`config.mk`:
```
export PLATFORM = sky130hd
export DESIGN_NAME = key_debounce_multi
export DESIGN_NICKNAME = d
export VERILOG_FILES = /design/src/rtl/key_debounce_multi_pkg.sv /design/src/rtl/key_debounce_ch.sv /design/src/rtl/key_debounce_multi.sv
export SDC_FILE = /design/constraint.sdc
export NUM_CORES = 1
export LEC_CHECK = 0
export CAP_MARGIN = 20
export CELL_PAD_IN_SITES_DETAIL_PLACEMENT = 1
export CELL_PAD_IN_SITES_GLOBAL_PLACEMENT = 1
export CORE_MARGIN = 8
export CORE_UTILIZATION = 54
export CTS_BUF_LIST = sky130_fd_sc_hd__clkbuf_4 sky130_fd_sc_hd__clkbuf_8
export DETAILED_ROUTE_END_ITERATION = 16
export GPL_ROUTABILITY_DRIVEN = 0
export GPL_TIMING_DRIVEN = 1
export PLACE_DENSITY_LB_ADDON = 0.1
export SLEW_MARGIN = 20
export SYNTH_ARGS = -nofsm -noshare
export SYNTH_HDL_FRONTEND = slang
export SYNTH_SLANG_ARGS = --single-unit
```
`constraint.sdc`:
```
create_clock -name sys_clk -period 3.6 [get_ports sys_clk]
set_input_delay 0.9 -clock sys_clk [delete_from_list [all_inputs] [get_ports sys_clk]]
set_output_delay 0.9 -clock sys_clk [all_outputs]
set_load 0.005 [all_outputs]
```
`src/rtl/key_debounce_multi_pkg.sv`:
```
// key_debounce_multi_pkg: default timing constants, long-press state type and sizing helper.
package key_debounce_multi_pkg;
  localparam int DEF_DEBOUNCE_CNT = 1_000_000;
  localparam int DEF_MS_CNT = 50_000;
  localparam int DEF_LONG_MS = 1000;
  typedef enum logic [1:0] {
    LP_IDLE,
    LP_HOLD,
    LP_DONE
  } lp_state_e;
  function automatic int cnt_width(input int n);
    return (n > 1) ? $clog2(n) : 1;
  endfunction
endpackage

```
`src/rtl/key_debounce_ch.sv`:
```
// key_debounce_ch: one key channel -- synchroniser, debounce filter and long-press detector.
module key_debounce_ch
  import key_debounce_multi_pkg::*;
#(
  parameter int DEBOUNCE_CNT = DEF_DEBOUNCE_CNT,
  parameter int LONG_MS      = DEF_LONG_MS,
  parameter int ACTIVE_LOW   = 1
) (
  input  logic sys_clk,
  input  logic sys_rst_n,
  input  logic key_in,
  input  logic tick,
  output logic key_state,
  output logic key_press,
  output logic key_release,
  output logic key_long
);
  localparam int CW = cnt_width(DEBOUNCE_CNT);
  localparam int LW = cnt_width(LONG_MS + 1);
  localparam logic IDLE_LVL = ACTIVE_LOW != 0;
  logic [1:0] sync;
  logic raw, differ, accept, press_evt, release_evt, long_nxt;
  logic [CW-1:0] cnt;
  logic [LW-1:0] lcnt, lcnt_nxt;
  lp_state_e state, state_nxt;
  assign raw = sync[1] ^ IDLE_LVL;
  assign differ = raw != key_state;
  assign accept = differ && cnt == CW'(DEBOUNCE_CNT - 1);
  assign press_evt = accept && raw;
  assign release_evt = accept && !raw;
  // Synchroniser resets to the released level so reset release never looks like a press.
  always_ff @(posedge sys_clk or negedge sys_rst_n) begin
    if (!sys_rst_n) begin
      sync <= {2{IDLE_LVL}};
      cnt <= '0;
      key_state <= 1'b0;
      key_press <= 1'b0;
      key_release <= 1'b0;
      key_long <= 1'b0;
      state <= LP_IDLE;
      lcnt <= '0;
    end else begin
      sync <= {sync[0], key_in};
      cnt <= (accept || !differ) ? '0 : cnt + CW'(1);
      key_state <= accept ? raw : key_state;
      key_press <= press_evt;
      key_release <= release_evt;
      key_long <= long_nxt;
      state <= state_nxt;
      lcnt <= lcnt_nxt;
    end
  end
  // A release accepted on the firing tick leaves HOLD first, so it suppresses key_long.
  always_comb begin
    state_nxt = state;
    lcnt_nxt = lcnt;
    long_nxt = 1'b0;
    unique case (state)
      LP_IDLE: if (press_evt) begin
        state_nxt = LP_HOLD;
        lcnt_nxt = '0;
      end
      LP_HOLD: if (release_evt) state_nxt = LP_IDLE;
      else if (tick) begin
        lcnt_nxt = lcnt + LW'(1);
        if (lcnt == LW'(LONG_MS - 1)) begin
          long_nxt = 1'b1;
          state_nxt = LP_DONE;
        end
      end
      LP_DONE: if (release_evt) state_nxt = LP_IDLE;
      default: state_nxt = LP_IDLE;
    endcase
  end
endmodule

```
`src/rtl/key_debounce_multi.sv`:
```
// key_debounce_multi: multi-key debouncer with press/release/long-press pulses and a shared ms prescaler.
module key_debounce_multi
  import key_debounce_multi_pkg::*;
#(
  parameter int NUM_KEYS     = 4,
  parameter int DEBOUNCE_CNT = DEF_DEBOUNCE_CNT,
  parameter int MS_CNT       = DEF_MS_CNT,
  parameter int LONG_MS      = DEF_LONG_MS,
  parameter int ACTIVE_LOW   = 1
) (
  input  logic                sys_clk,
  input  logic                sys_rst_n,
  input  logic [NUM_KEYS-1:0] key_in,
  output logic [NUM_KEYS-1:0] key_state,
  output logic [NUM_KEYS-1:0] key_press,
  output logic [NUM_KEYS-1:0] key_release,
  output logic [NUM_KEYS-1:0] key_long
);
  localparam int PW = cnt_width(MS_CNT);
  logic [PW-1:0] ms_cnt;
  logic tick;
  assign tick = ms_cnt == PW'(MS_CNT - 1);
  always_ff @(posedge sys_clk or negedge sys_rst_n) begin
    if (!sys_rst_n) ms_cnt <= '0;
    else ms_cnt <= tick ? '0 : ms_cnt + PW'(1);
  end
  for (genvar i = 0; i < NUM_KEYS; i++) begin : g_ch
    key_debounce_ch #(
      .DEBOUNCE_CNT(DEBOUNCE_CNT),
      .LONG_MS     (LONG_MS),
      .ACTIVE_LOW  (ACTIVE_LOW)
    ) u_ch (
      .sys_clk    (sys_clk),
      .sys_rst_n  (sys_rst_n),
      .key_in     (key_in[i]),
      .tick       (tick),
      .key_state  (key_state[i]),
      .key_press  (key_press[i]),
      .key_release(key_release[i]),
      .key_long   (key_long[i])
    );
  end
endmodule
```
==> flow_results.org, run 1 <==
** Power and ir drop
- VDD sags by at most 0.0002484 V.
- The analysis attributes to cell leakage a power of 3.751 nW.
- In this run the power density over the cells is 354.6 nW/µm².

** STA
- Relative slew slack :: 0.3691
- Across the routed clock network, the largest skew measured is 7.651 ps.
- For the pin with the worst max-slew slack, the measured transition is 940.0 ps.
- Setup total negative slack on the finished layout was measured at 0 ps.
- Worst hold margin :: 365.0 ps
- Setup-failing EPs final :: 0
- Of the available clock period, the critical path in the final layout requires 0.7421.
- Setup repair after global routing left no endpoint under its margin.
- The count of final hold-check violations is 0.
- The final-report max-slew violation count was 0.
- The clock period could shrink to 2672 ps.
- Derived from the worst setup path, the maximum achievable clock frequency is 0.3743 GHz.

** Hold path
- The startpoint identified for the worst hold timing path is g_ch[2].u_ch.sync[0]$_DFF_PN1_.
- Hold-critical path endpoint :: g_ch[2].u_ch.sync[1]$_DFF_PN1_
- The path class of the tightest hold or removal check is reg -> reg.
- Number of instances on the worst hold path :: 0

** Worst setup path
- R2R Path End :: g_ch[3].u_ch.lcnt[2]$_DFFE_PN0P_
- Origin of the critical flop-to-flop path :: g_ch[3].u_ch.cnt[13]$_DFF_PN0_
- Cell-by-cell listing of the critical path :: or4b_2, nor4_2, nand4_1, a41oi_1, o21ai_0
- Maximum cell stage delay along the critical path :: 690 ps
- Kind of critical path :: reg -> reg
- Among all stages on the critical path, the largest delay is contributed by sky130_fd_sc_hd__or4b_2.
- Max Fanout on Critical Path :: 12
- In this run the register-to-register setup slack is 930 ps.
- At the worst endpoint, the arrival time is 3010 ps.
- Counting both buffers and inverters, the worst setup path holds a total of 0.
- STA puts the critical path data required time at 3940 ps.
- Critical path startpoint category :: register
- Among cell families on the critical path, the largest total delay comes from simple AND/OR/NAND/NOR gates.
- The worst setup path is captured at a register.
- Worst R2R Path Depth :: 5

** Drt
- Post-route ant nets :: 0
- Post-detailed-route wirelength per cell :: 17.17 µm
- The detailed router finished its first iteration with 349 violations.
- Summed over all layers, the routed wires come to 19230 µm.
- Average vias per placed instance :: 5.904
- For this run, the detailed router's first-pass iteration total came to 5.
- Drt drc :: 0
- The routed layout has 6613 vias.

** Finish
- Compared with the post-synthesis result, the final layout area differs by 7.948%.
- Fill cells in the final layout number 1764.
- The top cell types in the final layout, fill and taps aside, are sky130_fd_sc_hd__dfrtp_1, sky130_fd_sc_hd__nor2_1, sky130_fd_sc_hd__nand2_1.
- In the final layout, the share of cells above drive strength 1 is 0.07080.
- The library cell used most frequently in the layout, excluding fill and tap cells, is sky130_fd_sc_hd__dfrtp_1.
- Post-route non-filler standard cell count :: 1120
- Number of nets in the layout :: 906
- Ant. Diodes :: 0

** Yosys
- After synthesis, the share of flip-flops with an asynchronous set or reset is 1.000.
- Syn nets :: 903
- In the synthesized netlist, the number of instances is 888.
- For this run, the register share of the synthesized area comes to 0.4930.
- Yosys Warn Count :: 0
- A synthesized cell averages 9.626 µm².
- Number of enable flip-flop cells after synthesis :: 0
- The most used flip-flop cell after synthesis is sky130_fd_sc_hd__dfrtp_1.
- Flop and latch count out of synthesis :: 168
- In this run the cell area of the synthesized design comes to 8548 µm².
- After synthesis, the netlist uses 64 different library cells.

** Global routing
- The first global-routing pass estimated 33720 µm of wire.
- Across every metal layer, demand over resource in global routing totals 0.2050.
- The initial antenna violation count is 0.
- Overflow after GRT :: 0
- The via count of the first global-routing pass is 7134.
- Largest net degree at the start of global routing :: 74

** Run
- Max-capacitance violation count :: 0

** Clock network
- Clock Root Buffer :: sky130_fd_sc_hd__clkbuf_8
- CTS sink count :: 168
- TritonCTS built the clock tree.
- The clock passes through at most 2 buffers.
- After clock tree synthesis, the repair step resized 0 gates.
- The number of setup buffers added after CTS is 0.
- Number of buffers added by the clock tree synthesis step :: 17
- Reg clk slew, reported paths :: 80 ps
- Buffers inserted to repair hold after CTS numbered 0.
- In this run the number of H-tree levels came out at 4.
- Clk Latency, worst-skew pair :: 460 ps

** Floorplanning
- Num rows :: 46
- The die covers 20110 µm².
- Starting Density :: 0.5460
- Area of the core :: 15660 µm²
- IO Count :: 22
- Overall die height :: 141.8 µm
- Die Span X :: 141.8 µm

** Outcome
- The flow ran to the end, and the final reports show no timing, DRC or antenna violations.

** Placement
- Counting tap cells, the placed design contains a total of 1088 instances.
- During placement, the flow inserted port buffers numbering 21.
- The HPWL after detailed placement is 13570 µm.
## sequential cells by signal, indices dropped and copies added, names as in the netlist
register               cells
g_ch.u_ch.state            8
g_ch.u_ch.lcnt            40
g_ch.u_ch.key_release      4
g_ch.u_ch.sync             8
g_ch.u_ch.cnt             80
g_ch.u_ch.key_press        4
ms_cnt                    16
g_ch.u_ch.key_long         4
g_ch.u_ch.key_state        4
## worst register-to-register path: cells and delay by family (launching register included)
| family | cells | cell delay, ps |
|---|---|---|
| simple gates | 3 | 1620 |
| flops | 1 | 440 |
| compound gates | 2 | 490 |
## power by group
group	switching, W	internal (W)
clock network	0.000645	0.000621
logic	0.0000613	0.0000221
registers	0.0000183	0.00190
## area by class of cell
cell class | count | area [µm²] | share of cell area
clock buffer | 29 | 355.3 | 0.03851
clock inverter | 3 | 15.01 | 0.001627
inverter | 38 | 142.6 | 0.01546
multi-input combinational | 639 | 3961 | 0.4293
sequential | 168 | 4214 | 0.4567
tap | 216 | 270.3 | 0.02929
timing repair buffer | 27 | 269.0 | 0.02915
## per-layer routing
layer  wire length, µm  global-route usage
met3               476             0.03730
met5                 0                   0
met4               284             0.07462
met2              9900              0.3627
met1              8566              0.2443
## synth_stat cells (3+ instances only)
cell	number	area [µm²]
sky130_fd_sc_hd__xnor2_1	59	516.8
sky130_fd_sc_hd__or4b_2	3	30.03
sky130_fd_sc_hd__nor3_1	38	190.2
sky130_fd_sc_hd__ha_1	9	112.6
sky130_fd_sc_hd__nand4_1	31	193.9
sky130_fd_sc_hd__a31oi_1	19	118.9
sky130_fd_sc_hd__mux2i_1	4	40.04
sky130_fd_sc_hd__inv_1	38	142.6
sky130_fd_sc_hd__o21a_1	9	67.56
sky130_fd_sc_hd__nor4_1	6	37.54
sky130_fd_sc_hd__nand3_1	43	215.2
sky130_fd_sc_hd__and2_1	8	50.05
sky130_fd_sc_hd__dfstp_2	8	210.2
sky130_fd_sc_hd__o21ai_0	27	135.1
sky130_fd_sc_hd__a211oi_1	7	52.55
sky130_fd_sc_hd__nor2_1	131	491.7
sky130_fd_sc_hd__nor4bb_1	3	30.03
sky130_fd_sc_hd__and4_1	15	131.4
sky130_fd_sc_hd__o311ai_0	6	52.55
sky130_fd_sc_hd__dfrtp_1	160	4004
sky130_fd_sc_hd__xor2_1	31	271.5
sky130_fd_sc_hd__buf_4	16	120.1
sky130_fd_sc_hd__clkbuf_1	18	67.56
sky130_fd_sc_hd__or4bb_1	5	56.30
sky130_fd_sc_hd__nor2b_1	3	18.77
sky130_fd_sc_hd__nand2_1	64	240.2
sky130_fd_sc_hd__or4_1	9	67.56
sky130_fd_sc_hd__or3_1	9	56.30
sky130_fd_sc_hd__nand2b_1	6	37.54
sky130_fd_sc_hd__o211ai_1	8	60.06
sky130_fd_sc_hd__buf_2	7	35.03
sky130_fd_sc_hd__a21oi_1	14	70.07
sky130_fd_sc_hd__o21ai_1	3	15.01
sky130_fd_sc_hd__and3_1	31	193.9
## stage by stage
step | cell area (µm²) | total power, W | setup slack (ps) | util
finish | 9228 | 0.003272 | 928.5 | 0.5894
detailed placement | 8857 | 0.002047 | 949.3 | 0.5658
floorplan | 8548 | 0.001986 | 1384 | -
CTS | 9228 | 0.003319 | 923.3 | 0.5894
global placement | 8857 | 0.002040 | 983.8 | 0.5658
global route | 9228 | 0.003390 | 715.1 | 0.5894
## logic make-up after synthesis
kind of cell,share of synthesized area
and+or+nand+nor,0.2611
DFF,0.4930
AOI/OAI and AO/OA,0.09221
xor gates and xnor gates,0.09221
buffers and inverters,0.04362
adders and majority gates,0.01317
muxes,0.004684
## how the worst max path moves through the flow
stage,from,slack (ps),endpoint,cells after the start
after global routing,ms_cnt[0]$_DFF_PN0_,720,g_ch[1].u_ch.lcnt[6]$_DFFE_PN0P_,6
after floorplan,g_ch[2].u_ch.cnt[0]$_DFF_PN0_,1380,g_ch[2].u_ch.lcnt[2]$_DFFE_PN0P_,8
final,g_ch[3].u_ch.cnt[13]$_DFF_PN0_,930,g_ch[3].u_ch.lcnt[2]$_DFFE_PN0P_,5
after global placement,g_ch[3].u_ch.cnt[13]$_DFF_PN0_,980,g_ch[3].u_ch.lcnt[2]$_DFFE_PN0P_,5
after detailed placement,g_ch[3].u_ch.cnt[13]$_DFF_PN0_,950,g_ch[3].u_ch.lcnt[2]$_DFFE_PN0P_,5
after CTS,g_ch[3].u_ch.cnt[13]$_DFF_PN0_,920,g_ch[3].u_ch.lcnt[2]$_DFFE_PN0P_,5
(Power assumes the default switching activity.)
==> inputs of run 2 (changes only) <==
Settings changed: CORE_UTILIZATION 54 to 51.
Clock period 3.6 ns to 2.6 ns, I/O delays scaled along.
==> flow_results.org, run 2 (same netlist as run 1, synthesis figures left out) <==
** Clock network
- TritonCTS built the clock tree.
- The number of buffers on the longest clock path came to 2 (unchanged).
- Clk Latency, worst-skew pair :: 460 ps (about the same)
- The total CTS buffers came to 17 (unchanged).
- Deepest level of the CTS H-tree :: 4 (unchanged)
- The clock input transition at the sequential cells of the worst setup and hold paths came to 80 ps (about the same).
- The root buffer cell chosen for the clock tree is sky130_fd_sc_hd__clkbuf_8.
- Hold bufs inserted after CTS :: 0 (unchanged)
- Post-CTS sizing :: 0 (unchanged)
- CTS sink count :: 168 (unchanged)
- Buffers inserted during post-CTS setup optimization :: 0 (unchanged)

** Worst setup path
- Following the worst setup path forward leads to its endpoint at g_ch[3].u_ch.lcnt[0]$_DFFE_PN0P_.
- The depth of the worst register-to-register path came to 5 (unchanged).
- Critical path startpoint category :: register
- In this run the critical register-to-register path is captured at g_ch[3].u_ch.lcnt[0]$_DFFE_PN0P_.
- The critical path in this run is classified as reg -> reg.
- Max Fanout on Critical Path :: 6 (-6)
- STA classifies the critical path endpoint as a register.
- Register-to-Register Setup Slack :: 90 ps (-830 ps)
- Data required time of the critical path :: 2930 ps (-1010 ps)
- Launch point of the worst path :: g_ch[3].u_ch.cnt[13]$_DFF_PN0_
- Origin of the critical flop-to-flop path :: g_ch[3].u_ch.cnt[13]$_DFF_PN0_
- The endpoint arrival time on the critical path came to 2830 ps (-180 ps).

** Finish
- The flip-flop count of the largest register after layout was 80 (unchanged).
- The library cell used most frequently in the layout, excluding fill and tap cells, is sky130_fd_sc_hd__dfrtp_1.
- Largest registers :: g_ch.u_ch.cnt (80), g_ch.u_ch.lcnt (40), ms_cnt (16)
- The area growth from synthesis to layout is 10.04%.
- The proportion of layout cells with a drive suffix above 1 came to 0.08814 (+0.01734).
- Ant. Diodes :: 0 (unchanged)
- Register name with the most flops :: g_ch.u_ch.cnt
- Most used cells in the layout excluding fill and tap cells :: sky130_fd_sc_hd__dfrtp_1, sky130_fd_sc_hd__nor2_1, sky130_fd_sc_hd__nand2_1
- The number of nets in the layout is 921 (+1.7%).

** Global routing
- GRT Overall Usage :: 0.2006 (-0.004422)
- Largest net degree at the start of global routing :: 59 (-20%)
- The via count of the first global-routing pass was 7200 (+0.93%).
- The global-route wire length before repair came to 35400 µm (+5.0%).
- Overflow after GRT :: 0 (unchanged)
- The initial antenna violation count came to 0 (unchanged).

** Drt
- The total wirelength of the detailed-routed design was 20260 µm (+5.4%).
- The first-pass detailed-route iteration total came to 4 (-1).
- The average routed wire per standard cell is 17.79 µm (+3.6%).
- The number of violations reported at the end of detailed-routing iteration 0 came to 394 (+13%).
- Drt drc :: 0 (unchanged)
- The mean number of vias per cell came to 5.897 (-0.12%).
- Post-route ant nets :: 0 (unchanged)
- The via total after detailed routing was 6717 (+1.6%).

** Placement
- The number of input and output port buffers inserted came to 21 (unchanged).
- Detailed Place HPWL :: 14230 µm (+4.9%)

** STA
- The count of final setup violators was 0 (unchanged).
- Setup repair after global routing left no endpoint under its margin.
- Hold violation count in the final report :: 0 (unchanged)
- The final-report max-slew violation count came to 0 (unchanged).
- Worst hold margin :: 161.2 ps (-203.8 ps)
- The worst max-slew margin expressed relative to the limit was 0.4706 (+0.1015).
- Measured slew at the worst slew-check pin :: 774.1 ps (-165.9 ps)
- The post-route clock skew came to 11.98 ps (+4.324 ps).
- Post-route minimum period :: 2505 ps (-166.4 ps)
- The fraction of the cycle the final worst path needs was 0.9635 (+0.2214).
- Total Neg Setup Slack :: 0 ps (unchanged)
- The highest attainable clock frequency is 0.3992 GHz (+6.6%).

** Hold path
- Classification of the worst-slack hold path :: in -> async

** Floorplanning
- Area of the die :: 21160 µm² (+5.2%)
- The height of the die was 145.5 µm (+2.6%).
- Area of the core :: 16470 µm² (+5.2%)
- IO Count :: 22 (unchanged)
- The number of cell rows is 47 (+2.2%).
- Die Span X :: 145.5 µm (+2.6%)
- The initial cell density of the core came to 0.5191 (-0.02689).

** Power and ir drop
- Design internal power :: 0.003672 W (+44%)
- Leakage dissipation :: 3.833 nW (+2.2%)
- The switching power of the nets was 0.001039 W (+43%).
- The fraction of power consumed by sequential logic was 0.565 (-0.023).
- Fraction of power spent switching nets :: 0.2205 (-0.0008343)
- The power density over cell area came to 500.8 nW/µm² (+41%).
- The worst supply voltage drop on vdd is 0.0003760 V (+51%).
- The share of power burned in combinational logic was 0.027 (+0.002).
- The fraction of power consumed by the clock network was 0.408 (+0.021).

** Outcome
- Run status :: finished clean

** Run
- Max-capacitance violation count :: 0 (unchanged)
## run 2: cell count changes in the layout (fill, tap and decap cells not counted), sizes merged
cell,delta
clkinv,-1
bufinv,+2
clkbuf,-4
clkinvlp,+3
buf,+15
## run 2: metal layers
| layer | up-vias | track usage | routed length (µm) |
|---|---|---|---|
| met5 | - | 0 | 0 |
| met4 | 0 | 0.06455 | 292 |
| met3 | 24 | 0.03856 | 458 |
| met2 | 81 | 0.3554 | 10580 |
| met1 | 3451 | 0.2408 | 8931 |
| li1 | 3161 | - | - |
## run 2: critical path, stage by stage, from the launching register on
cell,delay [ps]
sky130_fd_sc_hd__dfrtp_1,440
sky130_fd_sc_hd__or4b_2,690
sky130_fd_sc_hd__nor4_2,470
sky130_fd_sc_hd__a32oi_1,340
sky130_fd_sc_hd__a21oi_2,330
sky130_fd_sc_hd__mux2i_1,120
## run 2: worst min-delay path by stage
stage	endpoint	slack, ps	start	cells after the start
floorplan	g_ch[0].u_ch.cnt[0]$_DFF_PN0_	350	sys_rst_n	0
global placement	g_ch[3].u_ch.sync[1]$_DFF_PN1_	350	g_ch[3].u_ch.sync[0]$_DFF_PN1_	0
detailed placement	g_ch[0].u_ch.sync[1]$_DFF_PN1_	350	g_ch[0].u_ch.sync[0]$_DFF_PN1_	0
CTS	g_ch[3].u_ch.cnt[18]$_DFF_PN0_	160	sys_rst_n	1
global route	g_ch[3].u_ch.cnt[16]$_DFF_PN0_	190	sys_rst_n	1
finish	g_ch[3].u_ch.cnt[14]$_DFF_PN0_	160	sys_rst_n	1
## run 2: layout make-up
type                            instances  area [µm²]
Fill cell                            1873        7059
Sequential cell                       168        4214
Multi-Input combinational cell        639        3969
Timing Repair Buffer                   42       394.1
Clock buffer                           25       319.1
Tap cell                              220       275.3
Inverter                               38       142.6
Clock inverter                          7       92.59
## run 2: power by group through the flow
stage	combinational, W	clock (W)	sequential, W
3_5_place_dp	0.000133	0	0.00271
3_3_place_gp	0.000126	0	0.00271
6_report	0.000129	0.00192	0.00266
2_1_floorplan	0.0000495	0	0.00270
5_1_grt	0.000149	0.00209	0.00267
4_1_cts	0.000135	0.00199	0.00266
## run 2: per-stage QoR
step                      total power (W)  worst slack [ps]  instances  area, µm²  utilization
after global placement           0.002836             297.9       1107       8987       0.5458
final                            0.004711             94.87       1139       9407       0.5713
after detailed placement         0.002847             149.9       1107       8987       0.5458
after floorplan                  0.002750             384.3        888       8548            -
after global routing             0.004900             11.46       1139       9407       0.5713
after CTS                        0.004789             138.2       1139       9399       0.5708
